==> config.mk <==
export PLATFORM = sky130hd
export DESIGN_NAME = uart_rx_fifo_flat
export DESIGN_NICKNAME = d
export VERILOG_FILES = /design/src/rtl/uart_rx_fifo_if.sv /design/src/rtl/uart_rx_fifo.sv /design/src/flat_wrapper.sv
export SDC_FILE = /design/constraint.sdc
export NUM_CORES = 1
export LEC_CHECK = 0
export CAP_MARGIN = 40
export CORE_MARGIN = 1.5
export CORE_UTILIZATION = 46
export CTS_CLUSTER_SIZE = 8
export DETAILED_ROUTE_END_ITERATION = 6
export GPL_TIMING_DRIVEN = 0
export PLACE_DENSITY_LB_ADDON = 0.2
export SLEW_MARGIN = 10
export SYNTH_ARGS = -nofsm -noshare
export SYNTH_HDL_FRONTEND = slang
export SYNTH_SLANG_ARGS = --single-unit
==> constraint.sdc <==
create_clock -name pclk -period 2.61 [get_ports pclk]
set_clock_uncertainty 0.2 [all_clocks]
set_input_delay 0.261 -clock pclk [delete_from_list [all_inputs] [get_ports pclk]]
set_output_delay 0.261 -clock pclk [all_outputs]
set_load 0.05 [all_outputs]
==> src/rtl/uart_rx_fifo_if.sv <==
// Signal bundle between the UART receive FIFO and its producer/consumer (rx core, APB regs).
// The slave modport is the FIFO side; the master modport is the side that drives it.
interface uart_rx_fifo_if #(
    parameter int unsigned AW = 4
);
    // Receiver core side
    logic          baudx16;
    logic [7:0]    rx_data;
    logic          rx_valid;
    logic          rx_ferr;

    // APB register side
    logic          rd_en;
    logic          flush;
    logic          ovr_clr;
    logic          irq_en;
    logic [7:0]    rd_data;
    logic          rd_err;
    logic          empty;
    logic          full;
    logic [AW:0]   count;
    logic          overrun;
    logic          timeout;
    logic          irq;

    modport master (
        output baudx16, rx_data, rx_valid, rx_ferr,
        output rd_en, flush, ovr_clr, irq_en,
        input  rd_data, rd_err, empty, full, count, overrun, timeout, irq
    );

    modport slave (
        input  baudx16, rx_data, rx_valid, rx_ferr,
        input  rd_en, flush, ovr_clr, irq_en,
        output rd_data, rd_err, empty, full, count, overrun, timeout, irq
    );
endinterface

==> src/rtl/uart_rx_fifo.sv <==
// UART receive byte FIFO (first-word-fall-through) with threshold, idle-timeout and overrun irq.
// Define RXFIFO_FERR_TAG_EN to store each byte's framing-error flag and expose it on rd_err.
module uart_rx_fifo #(
    parameter int unsigned DEPTH    = 16,
    parameter int unsigned AW       = 4,
    parameter int unsigned THRESH   = 4,
    parameter int unsigned TO_TICKS = 640
) (
    input logic           pclk,
    input logic           prstn,
    uart_rx_fifo_if.slave bus
);
    localparam int unsigned TW = $clog2(TO_TICKS + 1);
`ifdef RXFIFO_FERR_TAG_EN
    localparam int unsigned EW = 9;
`else
    localparam int unsigned EW = 8;
`endif
    localparam logic [AW:0]   FULL_CNT = (AW + 1)'(DEPTH);
    localparam logic [AW:0]   THR_CNT  = (AW + 1)'(THRESH);
    localparam logic [TW-1:0] TO_MAX   = TW'(TO_TICKS);

    logic [EW-1:0] mem [DEPTH];

    logic [AW-1:0] wr_ptr_q, wr_ptr_d;
    logic [AW-1:0] rd_ptr_q, rd_ptr_d;
    logic [AW:0]   count_q, count_d;
    logic [TW-1:0] to_cnt_q, to_cnt_d;
    logic          overrun_q, overrun_d;
    logic          timeout_q, timeout_d;
    logic          irq_q, irq_d;

    logic          empty, full, pop, push, drop, activity;
    logic [EW-1:0] wr_entry, head;

`ifdef RXFIFO_FERR_TAG_EN
    assign wr_entry = {bus.rx_ferr, bus.rx_data};
`else
    logic unused_ferr;
    assign unused_ferr = bus.rx_ferr;
    assign wr_entry    = bus.rx_data;
`endif

    always_comb begin
        empty = (count_q == '0);
        full  = (count_q == FULL_CNT);
        pop   = bus.rd_en && !empty;
        // A full FIFO still accepts a byte when a pop frees a slot in the same cycle.
        push  = bus.rx_valid && (!full || pop);
        drop  = bus.rx_valid && !push;
        activity = bus.flush || push || pop;
    end

    always_comb begin
        wr_ptr_d = wr_ptr_q;
        rd_ptr_d = rd_ptr_q;
        count_d  = count_q;
        if (bus.flush) begin
            wr_ptr_d = '0;
            rd_ptr_d = '0;
            count_d  = '0;
        end else begin
            if (push) begin
                wr_ptr_d = wr_ptr_q + 1'b1;
            end
            if (pop) begin
                rd_ptr_d = rd_ptr_q + 1'b1;
            end
            case ({push, pop})
                2'b10:   count_d = count_q + 1'b1;
                2'b01:   count_d = count_q - 1'b1;
                default: count_d = count_q;
            endcase
        end
    end

    always_comb begin
        overrun_d = bus.ovr_clr ? 1'b0 : (overrun_q || drop);

        to_cnt_d = to_cnt_q;
        if (activity || empty) begin
            to_cnt_d = '0;
        end else if (bus.baudx16 && (to_cnt_q != TO_MAX)) begin
            to_cnt_d = to_cnt_q + 1'b1;
        end

        timeout_d = !activity && !empty && (to_cnt_q == TO_MAX);
        irq_d     = bus.irq_en && ((count_q >= THR_CNT) || timeout_q || overrun_q);
    end

    always_ff @(posedge pclk or negedge prstn) begin
        if (!prstn) begin
            wr_ptr_q  <= '0;
            rd_ptr_q  <= '0;
            count_q   <= '0;
            to_cnt_q  <= '0;
            overrun_q <= 1'b0;
            timeout_q <= 1'b0;
            irq_q     <= 1'b0;
        end else begin
            wr_ptr_q  <= wr_ptr_d;
            rd_ptr_q  <= rd_ptr_d;
            count_q   <= count_d;
            to_cnt_q  <= to_cnt_d;
            overrun_q <= overrun_d;
            timeout_q <= timeout_d;
            irq_q     <= irq_d;
        end
    end

    // Storage is not reset; validity is tracked by count alone.
    always_ff @(posedge pclk) begin
        if (push && !bus.flush) begin
            mem[wr_ptr_q] <= wr_entry;
        end
    end

    assign head = mem[rd_ptr_q];

    always_comb begin
        bus.rd_data = empty ? 8'h00 : head[7:0];
`ifdef RXFIFO_FERR_TAG_EN
        bus.rd_err  = empty ? 1'b0 : head[8];
`else
        bus.rd_err  = 1'b0;
`endif
    end

    assign bus.empty   = empty;
    assign bus.full    = full;
    assign bus.count   = count_q;
    assign bus.overrun = overrun_q;
    assign bus.timeout = timeout_q;
    assign bus.irq     = irq_q;

endmodule
==> src/flat_wrapper.sv <==
// flat-port wrapper written by rule: the top's interface ports become plain ports
module uart_rx_fifo_flat 
#(
    parameter int unsigned DEPTH    = 16,
    parameter int unsigned AW       = 4,
    parameter int unsigned THRESH   = 4,
    parameter int unsigned TO_TICKS = 640
)
  (pclk, prstn, bus_baudx16, bus_rx_data, bus_rx_valid, bus_rx_ferr, bus_rd_en, bus_flush, bus_ovr_clr, bus_irq_en, bus_rd_data, bus_rd_err, bus_empty, bus_full, bus_count, bus_overrun, bus_timeout, bus_irq);
  uart_rx_fifo_if #(.AW(AW)) bus_i ();
  input logic pclk;
  input logic prstn;
  input wire logic [$bits(bus_i.baudx16)-1:0] bus_baudx16;
  input wire logic [$bits(bus_i.rx_data)-1:0] bus_rx_data;
  input wire logic [$bits(bus_i.rx_valid)-1:0] bus_rx_valid;
  input wire logic [$bits(bus_i.rx_ferr)-1:0] bus_rx_ferr;
  input wire logic [$bits(bus_i.rd_en)-1:0] bus_rd_en;
  input wire logic [$bits(bus_i.flush)-1:0] bus_flush;
  input wire logic [$bits(bus_i.ovr_clr)-1:0] bus_ovr_clr;
  input wire logic [$bits(bus_i.irq_en)-1:0] bus_irq_en;
  output wire logic [$bits(bus_i.rd_data)-1:0] bus_rd_data;
  output wire logic [$bits(bus_i.rd_err)-1:0] bus_rd_err;
  output wire logic [$bits(bus_i.empty)-1:0] bus_empty;
  output wire logic [$bits(bus_i.full)-1:0] bus_full;
  output wire logic [$bits(bus_i.count)-1:0] bus_count;
  output wire logic [$bits(bus_i.overrun)-1:0] bus_overrun;
  output wire logic [$bits(bus_i.timeout)-1:0] bus_timeout;
  output wire logic [$bits(bus_i.irq)-1:0] bus_irq;
  assign bus_i.baudx16 = bus_baudx16;
  assign bus_i.rx_data = bus_rx_data;
  assign bus_i.rx_valid = bus_rx_valid;
  assign bus_i.rx_ferr = bus_rx_ferr;
  assign bus_i.rd_en = bus_rd_en;
  assign bus_i.flush = bus_flush;
  assign bus_i.ovr_clr = bus_ovr_clr;
  assign bus_i.irq_en = bus_irq_en;
  assign bus_rd_data = bus_i.rd_data;
  assign bus_rd_err = bus_i.rd_err;
  assign bus_empty = bus_i.empty;
  assign bus_full = bus_i.full;
  assign bus_count = bus_i.count;
  assign bus_overrun = bus_i.overrun;
  assign bus_timeout = bus_i.timeout;
  assign bus_irq = bus_i.irq;
  uart_rx_fifo #(.DEPTH(DEPTH), .AW(AW), .THRESH(THRESH), .TO_TICKS(TO_TICKS)) u_core (.pclk(pclk), .prstn(prstn), .bus(bus_i));
endmodule
==> flow_summary.json, run 1 <==
{
  "vdd_ir_drop_max_v": 0.0006268,
  "path_buf_inv": 3,
  "failed_checks": "setup timing",
  "die_height_um": 123.3,
  "hp-class": "in -> reg",
  "core_um2": 13990,
  "crit_path_start_kind": "flip-flop",
  "finalWeightedCongestion": 0.8077,
  "synth_cell_types": 51,
  "dieWidth_um": 123.3,
  "p_total_w": 0.007808,
  "clock-sinks": 154,
  "synth_top_area_share": 0.5770,
  "routed_via_density": 5.553,
  "status": "complete, but fails checks",
  "max_stage_delay_ps": 540,
  "route.detailed.drc": 0,
  "layout.nets": 473,
  "yosysMostFrequentCell": "edfxtp_1",
  "worstReg2RegEnd": "u_core.bus.count[4]$_DFFE_PN0P_",
  "track_usage": 0.1947,
  "rr_worst_depth": 8,
  "setup_ws_ps": -320.8,
  "worstReg2RegStart": "u_core.bus.count[0]$_DFFE_PN0P_",
  "synth_common_cells": "edfxtp_1, mux4_2, nor2_1",
  "grt_antenna_before_repair": 0,
  "synth_top_cell_by_area": "edfxtp_1",
  "fin_tns_setup_ps": -2391,
  "wire_per_inst_um": 20.69,
  "finalNonFillerCells": 638,
  "hold_violations": 0,
  "crit_chain": "buf_12, buf_12, mux4_2, mux4_2, nor2b_1, buf_6",
  "synthTopCellsByArea": "edfxtp_1, mux4_2, dfrtp_1",
  "num_vias": 3543,
  "clk_path_buf_depth": 2,
  "first_iter_violations": 333,
  "synth_seq_cells": 154,
  "cp-endpoint": "bus_rd_data[4]",
  "clk_pin_slew_ps": 60,
  "synth_edf_count": 128,
  "cap_violations": 0,
  "slew_headroom": 0.4171,
  "crit_start": "u_core.rd_ptr_q[0]$_DFFE_PN0P_",
  "grt_max_degree": 19,
  "fmax_ghz": 0.3412,
  "finalCritPeriodShare": 1.123,
  "post-place-ws_ps": -547.8,
  "critical_path.top_delay_family": "multiplexers",
  "critPathMaxFanout": 7,
  "port_buffers": 32,
  "arrival_ps": 2470,
  "fin_crit_ps": 2931,
  "cts_tree": "yes",
  "grt_overflow_total": 0,
  "clkLatencyLatePin_ps": 420,
  "initial_utilization": 0.4762,
  "num_antenna_cells": 0,
  "synthFlopType": "edfxtp_1",
  "die-area_um2": 15210,
  "synth.avg_cell_area_um2": 17.72,
  "dp.cells": 590,
  "htree_num_levels": 4,
  "root_buffer": "clkbuf_16",
  "drive_gt1_frac": 0.2773,
  "postSynthCellCount": 376,
  "ant_nets": 0,
  "leakagePower_nw": 2.765,
  "synth_nets": 404,
  "pin_count": 36,
  "required_ps": 2150,
  "hpwlAfterDp_um": 8662,
  "fin_hold_ws_ps": 97.58,
  "first_pass_iters": 4,
  "grt_pass1_vias": 3664,
  "numCtsBuffers": 17,
  "ys_seq_area_frac": 0.6747,
  "cp_slowest_cell": "mux4_2",
  "yosysWarnings": 0,
  "cp-end-kind": "primary output",
  "setup_viol_count_final": 8,
  "regToRegSetupSlack_ps": 60,
  "rsz0062_at_grt": "true",
  "grt_pass1_wl_um": 20900,
  "rows": 43,
  "powerDensity_nw_per_um2": 966.6,
  "path_depth": 6,
  "area_growth_pct": 21.26,
  "wl_um": 13200,
  "crit_type": "reg -> out",
  "tightest_slew_ps": 869.6,
  "drv_slew": 0,
  "netlist_area_um2": 6661,
  "synthArstFlopShare": 0.1688
}
## kinds of logic (layout without fill, tap and decap cells)
kind of cell | Yosys count | in the layout | synth area share
XOR/XNOR | 14 | 14 | 0.01841
AO/OA/AOI/OAI | 28 | 28 | 0.03175
other | 1 | 1 | 0.0005629
multiplexers | 45 | 45 | 0.1486
AND/OR/NAND/NOR | 94 | 94 | 0.07588
buffers and inverters | 29 | 111 | 0.02836
adder cells (fa/ha/maj) | 11 | 11 | 0.02179
flip-flops | 154 | 154 | 0.6747
## final cells by class
cell class	instances	area, um2
plain buffers	15	148.9
clock buffers	19	432.9
clock inverters	13	166.4
fillers	1114	5911
inverters	13	51.30
multi-input cells	193	2007
flip-flops and latches	154	4501
well taps	180	225.2
repair buffers	51	545.5
## worst min-delay path by stage
stage,depth (start not counted),start,endpoint,slack (ps)
after floorplan,0,prstn,u_core.bus.count[0]$_DFFE_PN0P_,-230
after global placement,1,u_core.bus.timeout$_DFF_PN0_,u_core.bus.irq$_DFF_PN0_,300
after detailed placement,1,u_core.bus.timeout$_DFF_PN0_,u_core.bus.irq$_DFF_PN0_,290
after CTS,3,bus_rx_valid,u_core.bus.count[4]$_DFFE_PN0P_,80
after global routing,3,bus_rx_valid,u_core.bus.count[4]$_DFFE_PN0P_,120
final,3,bus_rx_valid,u_core.bus.count[4]$_DFFE_PN0P_,100
## layout by cell type, fill, tap and decap left out, types with 9 or more instances in the layout
master             n
buf_6             11
dfrtp_1           21
edfxtp_1         128
buf_4             15
nor2_1            30
nand3_1            9
inv_1             12
xnor2_1           10
clkbuf_16         20
clkdlybuf4s50_1   22
nor3_1             9
mux4_2            37
## metrics by stage
stage	area (um2)	util
2_1_floorplan	6676	-
3_3_place_gp	7222	0.5163
3_5_place_dp	7247	0.5181
4_1_cts	7925	0.5665
5_1_grt	8078	0.5775
6_report	8078	0.5775
## worst register-to-register path, stage by stage (launching register included)
cell and delay (ps):
dfrtp_2 450, nor4_4 330, a21o_2 260, inv_4 90, ha_4 280, nand2b_1 80, a2111o_1 390, o22a_1 210
a31oi_1 160
## layer usage
layer | vias up | routed length, um | global-route usage
met5 | - | 0 | 0
met4 | 0 | 158 | 0.06106
met3 | 13 | 589 | 0.05351
met2 | 79 | 6934 | 0.3233
met1 | 1826 | 5521 | 0.2512
li1 | 1625 | - | -
## timing repair
action	4_1_cts	5_1_grt
buffers inserted	5	7
endpoints found under the setup margin	11	12
hold buffers	1	0
resized for setup	73	14
pin swaps	3	2
cloned	0	3
endpoints found under the hold margin	8	0
## registers in the layout, indices dropped and copies added, names as in the netlist
name                count
u_core.bus.timeout      1
u_core.bus.overrun      1
u_core.mem            128
u_core.bus.irq          1
u_core.to_cnt_q        10
u_core.bus.count        5
u_core.rd_ptr_q         4
u_core.wr_ptr_q         4
## report_power, final
group | internal [W] | total, W | switching (W) | leakage, nW
logic | 0.00115 | 0.00251 | 0.00136 | 0.978
registers | 0.00274 | 0.00282 | 0.0000800 | 1.50
clock network | 0.00151 | 0.00248 | 0.000967 | 0.284
No activity file was read; power rests on OpenSTA's default activity.
==> inputs of run 2 (changes only) <==
--- a/config.mk
+++ b/config.mk
@@ -5,13 +5,14 @@
 export SDC_FILE = /design/constraint.sdc
 export NUM_CORES = 1
 export LEC_CHECK = 0
-export CAP_MARGIN = 40
+export ABC_AREA = 1
 export CORE_MARGIN = 1.5
 export CORE_UTILIZATION = 46
 export CTS_CLUSTER_SIZE = 8
 export DETAILED_ROUTE_END_ITERATION = 6
 export GPL_TIMING_DRIVEN = 0
 export PLACE_DENSITY_LB_ADDON = 0.2
+export SKIP_LAST_GASP = 1
 export SLEW_MARGIN = 10
 export SYNTH_ARGS = -nofsm -noshare
 export SYNTH_HDL_FRONTEND = slang
==> run 2 against run 1 <==
Net effect: the run still ends with setup timing left; sequential share of layout area down 1.5 points; register-to-register slack better by 210 ps; routed wire length up 30%; global-route usage up 3.3 points; synthesized cell count up 78%; largest power group unchanged.
==> flow_summary.json, run 2 <==
{
  "grt_overflow_total": 0,
  "routed_via_density": 5.415,
  "synth_nets": 697,
  "num_antenna_cells": 0,
  "power_frac_seq": 0.346,
  "die_height_um": 126.2,
  "status": "complete, but fails checks",
  "failed_checks": "setup timing",
  "synth_seq_cells": 154,
  "rows": 44,
  "clkLatencyLatePin_ps": 420,
  "ant_nets": 0,
  "powerDensity_nw_per_um2": 977.6,
  "arrival_ps": 2160,
  "numCtsBuffers": 17,
  "vdd_ir_drop_max_v": 0.0006652,
  "synthArstFlopShare": 0.1688,
  "wire_per_inst_um": 18.62,
  "track_usage": 0.2282,
  "finalWeightedCongestion": 0.8485,
  "grt_max_degree": 27,
  "p_sw_w": 0.002888,
  "leakagePower_nw": 3.304,
  "hpwlAfterDp_um": 11390,
  "critPathMaxFanout": 10,
  "synthTopCellsByArea": "edfxtp_1, nand2_1, dfrtp_1",
  "crit_type": "reg -> out",
  "drive_gt1_frac": 0.1386,
  "synth_cell_types": 34,
  "clk_path_buf_depth": 2,
  "synth.avg_cell_area_um2": 10.44,
  "rsz0062_at_grt": "true",
  "fin_hold_ws_ps": 175.9,
  "synth_edf_count": 128,
  "core_um2": 14700,
  "grt_pass1_wl_um": 26960,
  "cap_violations": 0,
  "synth_top_area_share": 0.5504,
  "hold_violations": 0,
  "cp-end-kind": "primary output",
  "port_buffers": 32,
  "largest-register": "u_core.mem",
  "required_ps": 2150,
  "synthFlopType": "edfxtp_1",
  "drv_slew": 0,
  "ys_seq_area_frac": 0.6436,
  "tightest_slew_ps": 911.2,
  "die-area_um2": 15930,
  "yosysWarnings": 0,
  "first_pass_iters": 5,
  "rr_worst_depth": 6,
  "crit_path_start_kind": "flip-flop",
  "first_iter_violations": 500,
  "sw_frac_of_total": 0.3561,
  "postSynthCellCount": 669,
  "fin_crit_ps": 2625,
  "clk_pin_slew_ps": 60,
  "p_clk_frac": 0.332,
  "area_growth_pct": 18.81,
  "synth_top_cell_by_area": "edfxtp_1",
  "p_total_w": 0.008111,
  "finalCritPeriodShare": 1.006,
  "grt_antenna_before_repair": 0,
  "setup_ws_ps": -15.26,
  "largest_register_ffs": 128,
  "layout.nets": 751,
  "wl_um": 17130,
  "htree_num_levels": 4,
  "fmax_ghz": 0.3809,
  "root_buffer": "clkbuf_16",
  "dieWidth_um": 126.2,
  "num_vias": 4982,
  "final_common_cell": "nand2_1",
  "netlist_area_um2": 6983,
  "layout_common_cells": "nand2_1, edfxtp_1, nand3_1",
  "hp-class": "in -> reg",
  "p_comb_frac": 0.323,
  "yosysMostFrequentCell": "nand2_1",
  "p_int_w": 0.005222,
  "initial_utilization": 0.4751,
  "setup_viol_count_final": 2,
  "synth_common_cells": "nand2_1, edfxtp_1, nand3_1",
  "slew_headroom": 0.3903,
  "pin_count": 36,
  "clock-sinks": 154,
  "route.detailed.drc": 0,
  "cts_tree": "yes",
  "min_path_cells": 2,
  "grt_pass1_vias": 4919
}
-- run 2: final cells by class --
type                       instances  area, um2
buffer                            28      227.7
clock buffer                      18      429.2
clock inverter                    14      216.5
fill                            1249       6402
inverter                          40      150.1
multi-input combinational        446       2221
sequential                       154       4494
tap                              184      230.2
timing repair buffer              36      327.8
-- run 2: through the flow --
stage               setup WS [ps]  TNS (ps)  instance area, um2  instances    util
CTS                        -86.49    -138.1                8240        920  0.5606
detailed placement         -511.2    -32700                7553        885  0.5139
global route               -61.96    -349.1                8297        920  0.5644
global placement           -510.3    -39890                7533        885  0.5125
floorplan                  -279.2     -2234                6983        669       -
finish                     -15.26    -19.47                8297        920  0.5644
-- run 2: cell families after synthesis --
logic type | count (synthesis) | share of synthesized area
AOI/OAI and AO/OA | 23 | 0.01881
xor gates and xnor gates | 6 | 0.007525
adders and majority gates | 11 | 0.02078
buffers and inverters | 69 | 0.04748
DFF | 154 | 0.6436
other | 1 | 0.0005370
and+or+nand+nor | 405 | 0.2612
-- run 2: final timing paths --
check	from	slack, ps	end
hold / removal	bus_ovr_clr	180	u_core.bus.overrun$_DFF_PN0_
hold reg to reg	u_core.to_cnt_q[8]$_DFFE_PN0P_	350	u_core.to_cnt_q[8]$_DFFE_PN0P_
max in group asynchronous	prstn	1610	u_core.rd_ptr_q[3]$_DFFE_PN0P_
setup reg to reg	u_core.bus.count[0]$_DFFE_PN0P_	270	u_core.mem[4][1]$_DFFE_PP_
min in group asynchronous	prstn	200	u_core.to_cnt_q[7]$_DFFE_PN0P_
setup / recovery	u_core.rd_ptr_q[0]$_DFFE_PN0P_	-20	bus_rd_data[7]
-- run 2: power by group through the flow --
stage	combinational (W)	clock, W	sequential (W)
floorplan	0.00161	0	0.00295
global placement	0.00250	0	0.00285
detailed placement	0.00255	0	0.00285
CTS	0.00257	0.00272	0.00280
global route	0.00281	0.00283	0.00281
finish	0.00262	0.00269	0.00280
-- run 2: timing repair --
| action | CTS | global route |
|---|---|---|
| setup buffers | 2 | 0 |
| hold buffers | 1 | 1 |
| gates resized for setup | 64 | 13 |
| pin swaps | 0 | 0 |
| hold endpoints to repair | 2 | 26 |
| setup endpoints to repair | 33 | 16 |
-- run 2: per-layer routing --
layer	GRT usage	routed length (um)
met2	0.3730	8141
met5	0	0
met1	0.3071	7384
met3	0.05438	1366
met4	0.06356	241
-- run 2: critical path, cell delays in order, from the launching register on --
cell,delay (ps)
dfrtp_1,420
inv_2,90
buf_6,160
buf_6,170
nand2_1,60
nand3_1,60
nand3_1,140
nand2_1,120
nand2_1,80
a21oi_1,180
buf_4,240
==> RTL change: new RTL, settings of run 2 <==
`TO_TICKS` is set to 640 in 2 places; all go to 1280.
--- a/src/rtl/uart_rx_fifo.sv
+++ b/src/rtl/uart_rx_fifo.sv
@@ -5,5 +5,5 @@
     parameter int unsigned AW       = 4,
     parameter int unsigned THRESH   = 4,
-    parameter int unsigned TO_TICKS = 640
+    parameter int unsigned TO_TICKS = 1280
 ) (
     input logic           pclk,
--- a/src/flat_wrapper.sv
+++ b/src/flat_wrapper.sv
@@ -5,5 +5,5 @@
     parameter int unsigned AW       = 4,
     parameter int unsigned THRESH   = 4,
-    parameter int unsigned TO_TICKS = 640
+    parameter int unsigned TO_TICKS = 1280
 )
   (pclk, prstn, bus_baudx16, bus_rx_data, bus_rx_valid, bus_rx_ferr, bus_rd_en, bus_flush, bus_ovr_clr, bus_irq_en, bus_rd_data, bus_rd_err, bus_empty, bus_full, bus_count, bus_overrun, bus_timeout, bus_irq);
Behaviour: no difference found for any inputs over 4 cycles, from zero or initial values and one cycle with prstn low; that may be too few to reach the edited logic, so the function may still have changed.
==> RTL change against run 2 <==
Sequential share of layout area down 0.47 points; sequential cell count rose by 1; routed wire length grew 5.2%; synthesized cell count increased by 2.2%; design area up 1.5%; global-route usage rose by 0.31 points; power is 0.24% lower; setup slack gained 0.045 ns; cell count increased by 2.1%; synthesized area grew 1.4%; critical endpoint is now bus_rd_data[5]; largest cell class unchanged.
==> RTL change: results (changes against run 2) <==
| Metric | Value |
|---|---|
| WL met3 | `1200 um (-12%)` |
| Clock buffer count | `19 (+1)` |
| WP data arrival | `2.12 ns (-0.04 ns)` |
| Non-clk bufs | `63 (-1.6%)` |
| CP endpoint | `bus_rd_data[5]` |
| Fraction of area in registers | `0.537 (-0.00469)` |
| Synth Area in XOR/XNOR | `0.00618 (-0.00134)` |
| DR iter-0 viols | `509 (+1.8%)` |
| Global Route met2 Usage | `0.390 (+0.0167)` |
| Hold Crit Depth | `4 (+2)` |
| Met1 wire length | `7410 um (+0.30%)` |
| Syn avg cell area | `10.4 um^2 (-0.81%)` |
| Layout cell share with drive strength beyond 1 | `0.148 (+0.00922)` |
| Dpl ws | `-0.511 ns (+0.000283 ns)` |
| Buffering overhead | `0.0696 (+0.00260)` |
| HPWL after detailed placement | `11,500 um (+0.81%)` |
| Multi-In Gates | `454 (+1.8%)` |
| Met2 wire length | `8860 um (+8.8%)` |
| Vias in the first global route | `4,998 (+1.6%)` |
| Most frequent cells after synthesis | `nand2_1 (221), edfxtp_1 (128), nand3_1 (126), inv_1 (38), nor2_1 (30)` |
| Seq/Total Area, Yosys | `0.638 (-0.00545)` |
| GR Util All Layers | `0.231 (+0.00314)` |
| DR WL/cell | `19.2 um (+3.1%)` |
| Status | `complete, no violations` |
| Worst R2R Setup Slack | `0.20 ns (-0.07 ns)` |
| Inverter count | `47 (+18%)` |
| WL final | `18,000 um (+5.2%)` |
| Placed inst area | `0.00767 mm^2 (+1.5%)` |
| Slowest stage delay, CP | `0.44 ns (+0.02 ns)` |
| Post-synthesis register bit count | `155 (+0.65%)` |
| Crit Path Max Fanout | `11 (+1)` |
| GPL Wtd Cong | `0.870 (+2.6%)` |
| Area Growth Syn to Fin | `18.9% (about the same)` |
| Top cells by area, synth | `edfxtp_1 (54%), nand2_1 (12%), dfrtp_1 (9.5%)` |
| Placed cells | `905 (+2.3%)` |
| Rel. slew slack | `0.322 (-0.0687)` |
| Fill cells | `1,293 (+3.5%)` |
| Hold slack | `0.121 ns (-0.0553 ns)` |
| Fraction of area in multi-input gates | `0.271 (+0.00357)` |
| GR met1 Demand/Resource | `0.291 (-0.0159)` |
| Clk cell area share | `0.0719 (-0.00588)` |
| WHS Endpoint | `u_core.bus.count[1]` |
| Leakage | `3.36 nW (+1.7%)` |
## RTL change: cell count changes after synthesis, moves of 3 or more
cell | before | now
buf_4 | 12 | 6
buf_6 | 2 | 5
inv_1 | 34 | 38
inv_2 | 2 | 6
nand3_1 | 121 | 126
nand4_1 | 1 | 6
## RTL change: timing repair
| action | CTS | global route |
|---|---|---|
| resized for setup | 66 | 30 |
| pin swaps | 0 | 1 |
| endpoints found under the hold margin | 27 | 0 |
| buffers inserted | 0 | 0 |
| cloned | 0 | 1 |
| hold buffers | 1 | 0 |
| setup endpoints to repair | 57 | 10 |
## RTL change: power by group through the flow
stage,registers [mW],clock network (mW),logic [mW]
6_report,2.82,2.55,2.71
5_1_grt,2.83,2.68,2.91
4_1_cts,2.82,2.58,2.55
3_5_place_dp,2.87,0,2.54
3_3_place_gp,2.87,0,2.50
2_1_floorplan,2.97,0,1.63
